## src/rtl/nn_layer_scheduler.sv

```systemverilog
// Layer sequencer for the 784-20-20-10 MNIST datapath: steps ACC/ACT phases and strobes the result latch.
// Define NN_OUT_SIGMOID_EN to compile in the output-layer sigmoid phase (ACT3).
module nn_layer_scheduler #(
  parameter int N_IN   = 784,
  parameter int N_H1   = 20,
  parameter int N_H2   = 20,
  parameter int N_OUT  = 10,
  parameter int LAT    = 2,
  parameter int TICK_W = 10
) (
  input  logic              Clk,
  input  logic              Reset_n,
  input  logic              Compute,
  input  logic              Abort,
  output logic [2:0]        Layer,
  output logic [TICK_W-1:0] Tick,
  output logic [2:0]        Active,
  output logic              AccClr,
  output logic              ActFuncActive,
  output logic              R,
  output logic              Ready,
  output logic              Busy
);

  typedef enum logic [2:0] {
    S_IDLE = 3'd0,
    S_ACC1 = 3'd1,
    S_ACT1 = 3'd2,
    S_ACC2 = 3'd3,
    S_ACT2 = 3'd4,
    S_ACC3 = 3'd5,
`ifdef NN_OUT_SIGMOID_EN
    S_ACT3 = 3'd7,
`endif
    S_DONE = 3'd6
  } state_t;

  localparam logic [TICK_W-1:0] LAT_T      = TICK_W'(LAT);
  localparam logic [TICK_W-1:0] ACC1_LAST  = TICK_W'(N_IN + LAT);
  localparam logic [TICK_W-1:0] ACT1_LAST  = TICK_W'(N_H1 + LAT - 1);
  localparam logic [TICK_W-1:0] ACC2_LAST  = TICK_W'(N_H1 + LAT);
  localparam logic [TICK_W-1:0] ACT2_LAST  = TICK_W'(N_H2 + LAT - 1);
  localparam logic [TICK_W-1:0] ACC3_LAST  = TICK_W'(N_H2 + LAT);
`ifdef NN_OUT_SIGMOID_EN
  localparam logic [TICK_W-1:0] ACT3_LAST  = TICK_W'(N_OUT + LAT - 1);
`endif

  state_t            state_q, state_d;
  logic [TICK_W-1:0] tick_q, tick_d;
  logic [TICK_W-1:0] last_tick;
  logic              phase_end;
  logic              is_acc, is_act;

  always_ff @(posedge Clk) begin
    if (!Reset_n) begin
      state_q <= S_IDLE;
      tick_q  <= '0;
    end else begin
      state_q <= state_d;
      tick_q  <= tick_d;
    end
  end

  // Phase exit is by compare against the last tick; the counter never wraps.
  always_comb begin
    last_tick = '0;
    case (state_q)
      S_ACC1:  last_tick = ACC1_LAST;
      S_ACT1:  last_tick = ACT1_LAST;
      S_ACC2:  last_tick = ACC2_LAST;
      S_ACT2:  last_tick = ACT2_LAST;
      S_ACC3:  last_tick = ACC3_LAST;
`ifdef NN_OUT_SIGMOID_EN
      S_ACT3:  last_tick = ACT3_LAST;
`endif
      default: last_tick = '0;
    endcase
    phase_end = (tick_q == last_tick);

    state_d = state_q;
    tick_d  = tick_q + TICK_W'(1);
    case (state_q)
      S_IDLE: begin
        tick_d = '0;
        if (Compute) state_d = S_ACC1;
      end
      S_ACC1: if (phase_end) state_d = S_ACT1;
      S_ACT1: if (phase_end) state_d = S_ACC2;
      S_ACC2: if (phase_end) state_d = S_ACT2;
      S_ACT2: if (phase_end) state_d = S_ACC3;
`ifdef NN_OUT_SIGMOID_EN
      S_ACC3: if (phase_end) state_d = S_ACT3;
      S_ACT3: if (phase_end) state_d = S_DONE;
`else
      S_ACC3: if (phase_end) state_d = S_DONE;
`endif
      S_DONE: begin
        state_d = S_IDLE;
        tick_d  = '0;
      end
      default: begin
        state_d = S_IDLE;
        tick_d  = '0;
      end
    endcase
    if (phase_end && state_q != S_IDLE && state_q != S_DONE) tick_d = '0;
    if (Abort) begin
      state_d = S_IDLE;
      tick_d  = '0;
    end
  end

  always_comb begin
    Layer  = 3'b000;
    is_acc = 1'b0;
    is_act = 1'b0;
    case (state_q)
      S_ACC1: begin Layer = 3'b001; is_acc = 1'b1; end
      S_ACT1: begin Layer = 3'b001; is_act = 1'b1; end
      S_ACC2: begin Layer = 3'b010; is_acc = 1'b1; end
      S_ACT2: begin Layer = 3'b010; is_act = 1'b1; end
      S_ACC3: begin Layer = 3'b100; is_acc = 1'b1; end
`ifdef NN_OUT_SIGMOID_EN
      S_ACT3: begin Layer = 3'b100; is_act = 1'b1; end
`endif
      default: ;
    endcase
    Tick          = tick_q;
    Active        = (is_acc && tick_q >= LAT_T) ? Layer : 3'b000;
    AccClr        = is_acc && (tick_q == '0);
    ActFuncActive = is_act && (tick_q >= LAT_T);
    R             = (state_q == S_DONE);
    Ready         = (state_q == S_IDLE);
    Busy          = (state_q != S_IDLE);
  end

endmodule

```

## config.mk

```make
export PLATFORM = sky130hd
export DESIGN_NAME = nn_layer_scheduler
export DESIGN_NICKNAME = d
export VERILOG_FILES = /design/src/rtl/nn_layer_scheduler.sv
export SDC_FILE = /design/constraint.sdc
export NUM_CORES = 1
export LEC_CHECK = 0
export ABC_CLOCK_PERIOD_IN_PS = 2000
export CAP_MARGIN = 30
export CORE_MARGIN = 3
export CORE_UTILIZATION = 40
export CTS_CLUSTER_SIZE = 30
export DETAILED_ROUTE_END_ITERATION = 16
export PLACE_DENSITY = 0.66
export SYNTH_ARGS = -nofsm -noshare
export SYNTH_HDL_FRONTEND = slang
export SYNTH_SLANG_ARGS = --single-unit
```

## constraint.sdc

```tcl
create_clock -name Clk -period 2 [get_ports Clk]
set_input_delay 0.3 -clock Clk [delete_from_list [all_inputs] [get_ports Clk]]
set_output_delay 0.3 -clock Clk [all_outputs]
set_load 0.03 [all_outputs]
```

==> results.ini, run 1 <==
[finish]
fin_nets = 164
multi_input_area_um2 = 608
drive_gt1_share_pct = 25.6
antenna_cells = 0
syn_to_final_growth_pct = 46.9
seqCellArea_um2 = 264
fillers = 199

[timing]
worstMarginPinSlew_ns = 0.417
finalCritPeriodShare_pct = 97.8
fin_crit_ns = 1.96
slew_violations = 0
setup_viol = 0
clock_skew_ns = 0.00130
slew_headroom_pct = 72.1
finalHoldViolations = 0
fmax_mhz = 511
holdWs_ns = 0.600
rsz0062_at_grt = yes

[placement]
gp_congestion = 0.870
portBuffers = 24
dpl.hpwl_mm = 1.76

[setup_path]
worstPathRequired_ns = 1.70
rrSetupSlack_ns = 0.11
startpoint_type = flip-flop
cpPeakStageDelay_ns = 0.34
critPathKind = reg -> out
slowest_stage = dfxtp_2
critical_path.cell_chain = nor4_2, buf_4, nand3_4, nor3_4, nand2b_4, nor2_1, buf_2
critPathArrivalTime_ns = 1.66
reg2reg_depth = 6
worst_setup_path_end_kind = primary output
cp_max_fo = 2

[min_path]
hp-class = reg -> reg
whs_path_depth = 2

[power]
power.leakage_nw = 0.596
irDropWorstVdd_mv = 0.371
p_total_w = 0.000468
power_density_nw_per_um2 = 357

[clocking]
clkTransAtPathRegs_ns = 0.08
ctsHoldBuffers = 0
cts_sinks = 13
cts_buffers = 3
cts_tree = yes
clk_latency_ns = 0.27
cts_root_buf = clkbuf_4
clk_path_buf_depth = 2
h-tree-depth = 1

[route]
antenna_left = 0
drt-pass1-iter-count = 4
drtIter0Drc = 9
wl_mm = 2.26
vias = 910
post_drt_wl_per_cell_um = 12.3
via_per_inst = 4.97
drc = 0

[yosys]
syn_inst = 118
syn_area_per_cell_um2 = 7.57
ys_warn_count = 0
syn_area_um2 = 893
yosys.area.top_type = dfxtp_1
ys_types = 35
ys_top_cells_by_area = dfxtp_1, xnor2_1, nor2_1
ys_ff_latch = 13
ys_seq_area_share_pct = 29.1
synth_top_area_share_pct = 29.1
syn_nets = 125

[global_routing]
grt-ovfl-total = 0
grtUsageTotal_pct = 18.8
antenna_found_initial = 0
grt_max_degree = 13
grt_first_pass_wirelength_mm = 3.97
grt_pass1_vias = 866

[die]
die_area_um2 = 2840
io_pins = 25
start_util_pct = 43.8
rows = 16
die_y_um = 53.3
coreArea_um2 = 2040
die_w_um = 53.3

[outcome]
outcome = completed

[job]
maxCapViolCount = 0

## final timing paths
| kind | to | from |
|---|---|---|
| setup / recovery | Active[2] | Tick[7] |
| hold / removal | Tick[0] | Tick[0] |
| setup reg to reg | state_q[1] | state_q[1] |
| hold reg to reg | Tick[0] | Tick[0] |
## synth_stat cells, drive strengths merged
cell type   n
nor2       16
dfxtp      13
nand2       9
nor3        9
inv         7
xnor2       7
nand3       6
clkbuf      5
o21ai       5
a21oi       4
and3        4
xor2        4
ha          3
nand2b      3
or3         3
buf         2
mux2i       2
nand4       2
nor2b       2
nor3b       2
o211a       2
o22ai       2
a211oi      1
nand4b      1
nor4        1
o31a        1
or2         1
or4b        1
## layout by cell type (no fill, tap or decap), drive strengths merged, types with 3 or more instances in the layout
| master | count |
|---|---|
| a21oi | 4 |
| xor2 | 4 |
| nand2b | 3 |
| o21ai | 5 |
| nor3 | 9 |
| xnor2 | 7 |
| and3 | 4 |
| buf | 22 |
| inv | 7 |
| nand3 | 6 |
| dfxtp | 13 |
| ha | 3 |
| dlygate4sd2 | 3 |
| nand2 | 9 |
| or3 | 3 |
| clkdlybuf4s50 | 14 |
| nor2 | 16 |
| clkbuf | 4 |
## worst max-delay path, delay by kind of cell (launching register included)
family / cells / cell delay, ns
simple gates: 5 / 0.71
flops: 1 / 0.34
buf+inv: 2 / 0.33
## timing repair
action                     4_1_cts  5_1_grt
setup endpoints to repair        9       10
setup buffers                    0        3
pin swaps                        0        2
resized for setup               26       15
## metal layers
layer | track usage [%] | share of wire, % | vias to the layer above
li1 | - | - | 476
met1 | 26.1 | 46 | 413
met2 | 30.6 | 49 | 21
met3 | 1.69 | 4.7 | 0
met4 | 5.11 | 0 | 0
met5 | 0 | 0 | -
## power by group
part / leakage [nW] / switching (W) / internal [W] / total [W]
Combinational: 0.475 / 0.0000249 / 0.0000215 / 0.0000463
Clock: 0.0150 / 0.0000819 / 0.0000772 / 0.000159
Sequential: 0.106 / 0.00000292 / 0.000260 / 0.000263
## through the flow
stage               setup slack [ns]  setup TNS [ns]  area, µm²  utilization (%)  cells
floorplan                    0.00622               0        893                -    118
CTS                          -0.0670         -0.0670       1260             61.7    181
global route                 -0.0749          -0.360       1310             64.3    183
finish                        0.0432               0       1310             64.3    183
global placement             -0.0778          -0.286       1240             60.7    177
detailed placement            -0.155          -0.581       1240             60.7    177
## cell families (layout without fill, tap and decap cells)
kind of cell               count (synthesis)  after routing  share of synthesized area [%]
muxes                                      2              2                           2.24
AOI/OAI and AO/OA                         15             15                           11.2
buffers and inverters                     14             52                           7.28
DFF                                       13             13                           29.1
xor gates and xnor gates                  11             11                           10.8
and+or+nand+nor                           60             60                           35.2
adders and majority gates                  3              3                           4.20
## layout make-up
type	instances	area share [%]
Clock buffer	4	2.00
Tap cell	27	2.57
Multi-Input combinational cell	91	46.3
Sequential cell	13	20.1
Timing Repair Buffer	41	27.0
Inverter	7	2.00
## state kept, by name, summed over array words and instances (netlist names)
name	cells
Tick	10
state_q	3
No activity file was read; power rests on OpenSTA's default activity.
==> run 2, diff against run 1 <==
==> config.mk (replaced) <==
export PLATFORM = sky130hd
export DESIGN_NAME = nn_layer_scheduler
export DESIGN_NICKNAME = d
export VERILOG_FILES = /design/src/rtl/nn_layer_scheduler.sv
export SDC_FILE = /design/constraint.sdc
export NUM_CORES = 1
export LEC_CHECK = 0
export ABC_CLOCK_PERIOD_IN_PS = 1900
export CAP_MARGIN = 30
export CORE_MARGIN = 3
export CORE_UTILIZATION = 46
export CTS_CLUSTER_SIZE = 30
export DETAILED_ROUTE_END_ITERATION = 16
export MAX_ROUTING_LAYER = met4
export PLACE_DENSITY = 0.74
export SYNTH_ARGS = -nofsm -noshare
export SYNTH_HDL_FRONTEND = slang
export SYNTH_SLANG_ARGS = --single-unit
==> constraint.sdc (replaced) <==
create_clock -name Clk -period 1.9 [get_ports Clk]
set_input_delay 0.285 -clock Clk [delete_from_list [all_inputs] [get_ports Clk]]
set_output_delay 0.285 -clock Clk [all_outputs]
set_load 0.03 [all_outputs]
==> run 2 against run 1 <==
  * The run now ends with negative setup slack left
  * Die area fell by 12%
  * Register-to-register slack worse by 0.02 ns
  * Clock power is 8% higher
  * Worst setup slack got worse by 0.070 ns
  * First-iteration DRC count grew to 3.8 times the previous value
  * Combinational power grew 23%
  * Via count increased by 11%
  * Non-clock buffer count is 7 higher
  * Global-route usage is 3.5 points higher
  * Hold slack improved by 0.0028 ns
  * Final cell count is 2.7% higher
  * Routed wire length increased by 13%
  * Critical endpoint is now ActFuncActive
  * Largest power group unchanged
==> results.ini, run 2 (synthesis results as in run 1) <==
[outcome]
outcome = complete, but fails checks
violations = negative setup slack

[timing]
fin_crit_ns = 1.93
clock_skew_ns = 0.000712  ; -0.000586 ns
finalHoldViolations = 0  ; unchanged
rsz0062_at_grt = yes
finalCritPeriodShare_pct = 101
fmax_mhz = 519
slew_violations = 0  ; unchanged
slew_headroom_pct = 71.9  ; -0.19 points
holdWs_ns = 0.603  ; +0.00282 ns
timing.final.ws_setup_ns = -0.0270  ; -0.0702 ns
setup_viol = 5  ; +5
worstMarginPinSlew_ns = 0.421  ; +0.00394 ns

[global_routing]
grt_first_pass_wirelength_mm = 4.11  ; +3.3%
grt_pass1_vias = 875  ; +1.0%
grt-ovfl-total = 0  ; unchanged
grtUsageTotal_pct = 22.3  ; +3.5 points
antenna_found_initial = 0  ; unchanged
grt_max_degree = 11  ; -2

[setup_path]
critPathKind = reg -> out
critPathArrivalTime_ns = 1.64  ; -0.02 ns
cpPeakStageDelay_ns = 0.34  ; about the same
crit_buf_inv = 3  ; +1
worstPathRequired_ns = 1.62  ; -0.08 ns
slowest_stage = dfxtp_2
startpoint_type = flip-flop
startpoint = Tick[3]
cp_max_fo = 3  ; +1
crit_family = simple AND/OR/NAND/NOR gates
crit_top_cell = buf_4
critical_path.cell_chain = nor4_4, buf_4, nand3_4, nor3_4, buf_4, nor3_2, buf_4
r2r-start = state_q[1]
worst_setup_path_end_kind = primary output

[finish]
fin_nets = 171  ; +4.3%
drive_gt1_share_pct = 32.5  ; +6.9 points
stdcell_area_um2 = 1400  ; +6.7%
layout_commonest_cell = buf_4
syn_to_final_growth_pct = 56.7
antenna_cells = 0  ; unchanged
largest_reg_flops = 10  ; unchanged
final_cell_mix = buf_4, nor2_1, clkdlybuf4s50_1

[placement]
gp_congestion = 0.857  ; -1.5%
dpl.hpwl_mm = 1.79  ; +1.4%
post_dp_cell_area_um2 = 1280  ; +3.6%
portBuffers = 24  ; unchanged

[die]
rows = 15  ; -1
die_w_um = 50.1  ; -6.0%
die_y_um = 50.1  ; -6.0%
start_util_pct = 50.1  ; +6.4 points
io_pins = 25  ; unchanged
die_area_um2 = 2510  ; -12%
coreArea_um2 = 1780  ; -13%

[power]
switching_power_w = 0.000123  ; +12%
p_comb_share_pct = 11.3  ; +1.4 points
internal_power_w = 0.000380  ; +5.9%
irDropWorstVdd_mv = 0.447  ; +20%
swShare_pct = 24.5  ; +1.1 points
power.leakage_nw = 0.615  ; +3.1%
power_density_nw_per_um2 = 359  ; +0.71%
p_total_w = 0.000503  ; +7.4%
p_clk_share_pct = 34.2  ; +0.2 points
pwr-share-seq_pct = 54.5  ; -1.6 points

[route]
drc = 0  ; unchanged
drtIter0Drc = 34  ; +25
wl_mm = 2.54  ; +13%
post_drt_wl_per_cell_um = 13.5  ; +9.6%
via_per_inst = 5.35  ; +7.6%
drt-pass1-iter-count = 4  ; unchanged
antenna_left = 0  ; unchanged
vias = 1006  ; +11%

[clocking]
ctsHoldBuffers = 0  ; unchanged
cts_sinks = 13  ; unchanged
clk_latency_ns = 0.27  ; about the same
clk_path_buf_depth = 2  ; unchanged
cts_buffers = 3  ; unchanged
h-tree-depth = 1  ; unchanged
cts_root_buf = clkbuf_4
clkTransAtPathRegs_ns = 0.08  ; about the same
cts_tree = yes

[min_path]
hp-class = reg -> reg
hold_path.startpoint = Tick[0]

[job]
maxCapViolCount = 0  ; unchanged

run 2: worst paths after layout:
check                   to  slack, ns  cells after the start
max          ActFuncActive      -0.03                      7
min reg2reg        Tick[0]       0.60                      2
max reg2reg     state_q[1]       0.09                      6
min                Tick[0]       0.60                      2
run 2: layout make-up:
type | count | area [µm²]
multi-input cells | 91 | 637
well taps | 25 | 31.3
fillers | 123 | 383
inverters | 7 | 26.3
clock buffers | 4 | 26.3
flip-flops and latches | 13 | 268
repair buffers | 48 | 412
run 2: power groups by stage:
stage	registers (W)	logic (W)	clock network [W]
2_1_floorplan	0.000281	0.0000324	0
6_report	0.000274	0.0000568	0.000172
5_1_grt	0.000275	0.0000604	0.000196
3_3_place_gp	0.000282	0.0000539	0
3_5_place_dp	0.000282	0.0000544	0
4_1_cts	0.000276	0.0000556	0.000178
run 2: layer usage:
layer  part of all wire, %  global-route usage (%)  vias up
li1                      -                       -      490
met1                    44                    26.4      475
met2                    49                    36.1       35
met3                   5.4                    4.23        6
met4                   1.6                    10.6        0
met5                     0                       -        -
run 2: worst register-to-register path: cells and delay by family (launching register included):
family	cells	cell delay (ns)
buf+inv	1	0.17
mux	1	0.14
compound gates	1	0.15
simple gates	3	0.87
flops	1	0.38
run 2: what timing repair did:
item | 4_1_cts | 5_1_grt
buffers inserted | 2 | 1
resized for setup | 40 | 11
endpoints found under the setup margin | 9 | 9
pin swaps | 3 | 2
run 2: stage by stage:
step / setup TNS (ns) / utilization, % / setup slack (ns) / cells
6_report: -0.106 / 78.5 / -0.0270 / 188
5_1_grt: -0.486 / 78.5 / -0.103 / 188
4_1_cts: -0.284 / 76.2 / -0.107 / 187
3_5_place_dp: -1.27 / 72.0 / -0.360 / 181
3_3_place_gp: -0.941 / 72.0 / -0.263 / 181
2_1_floorplan: -0.0473 / - / -0.0473 / 118
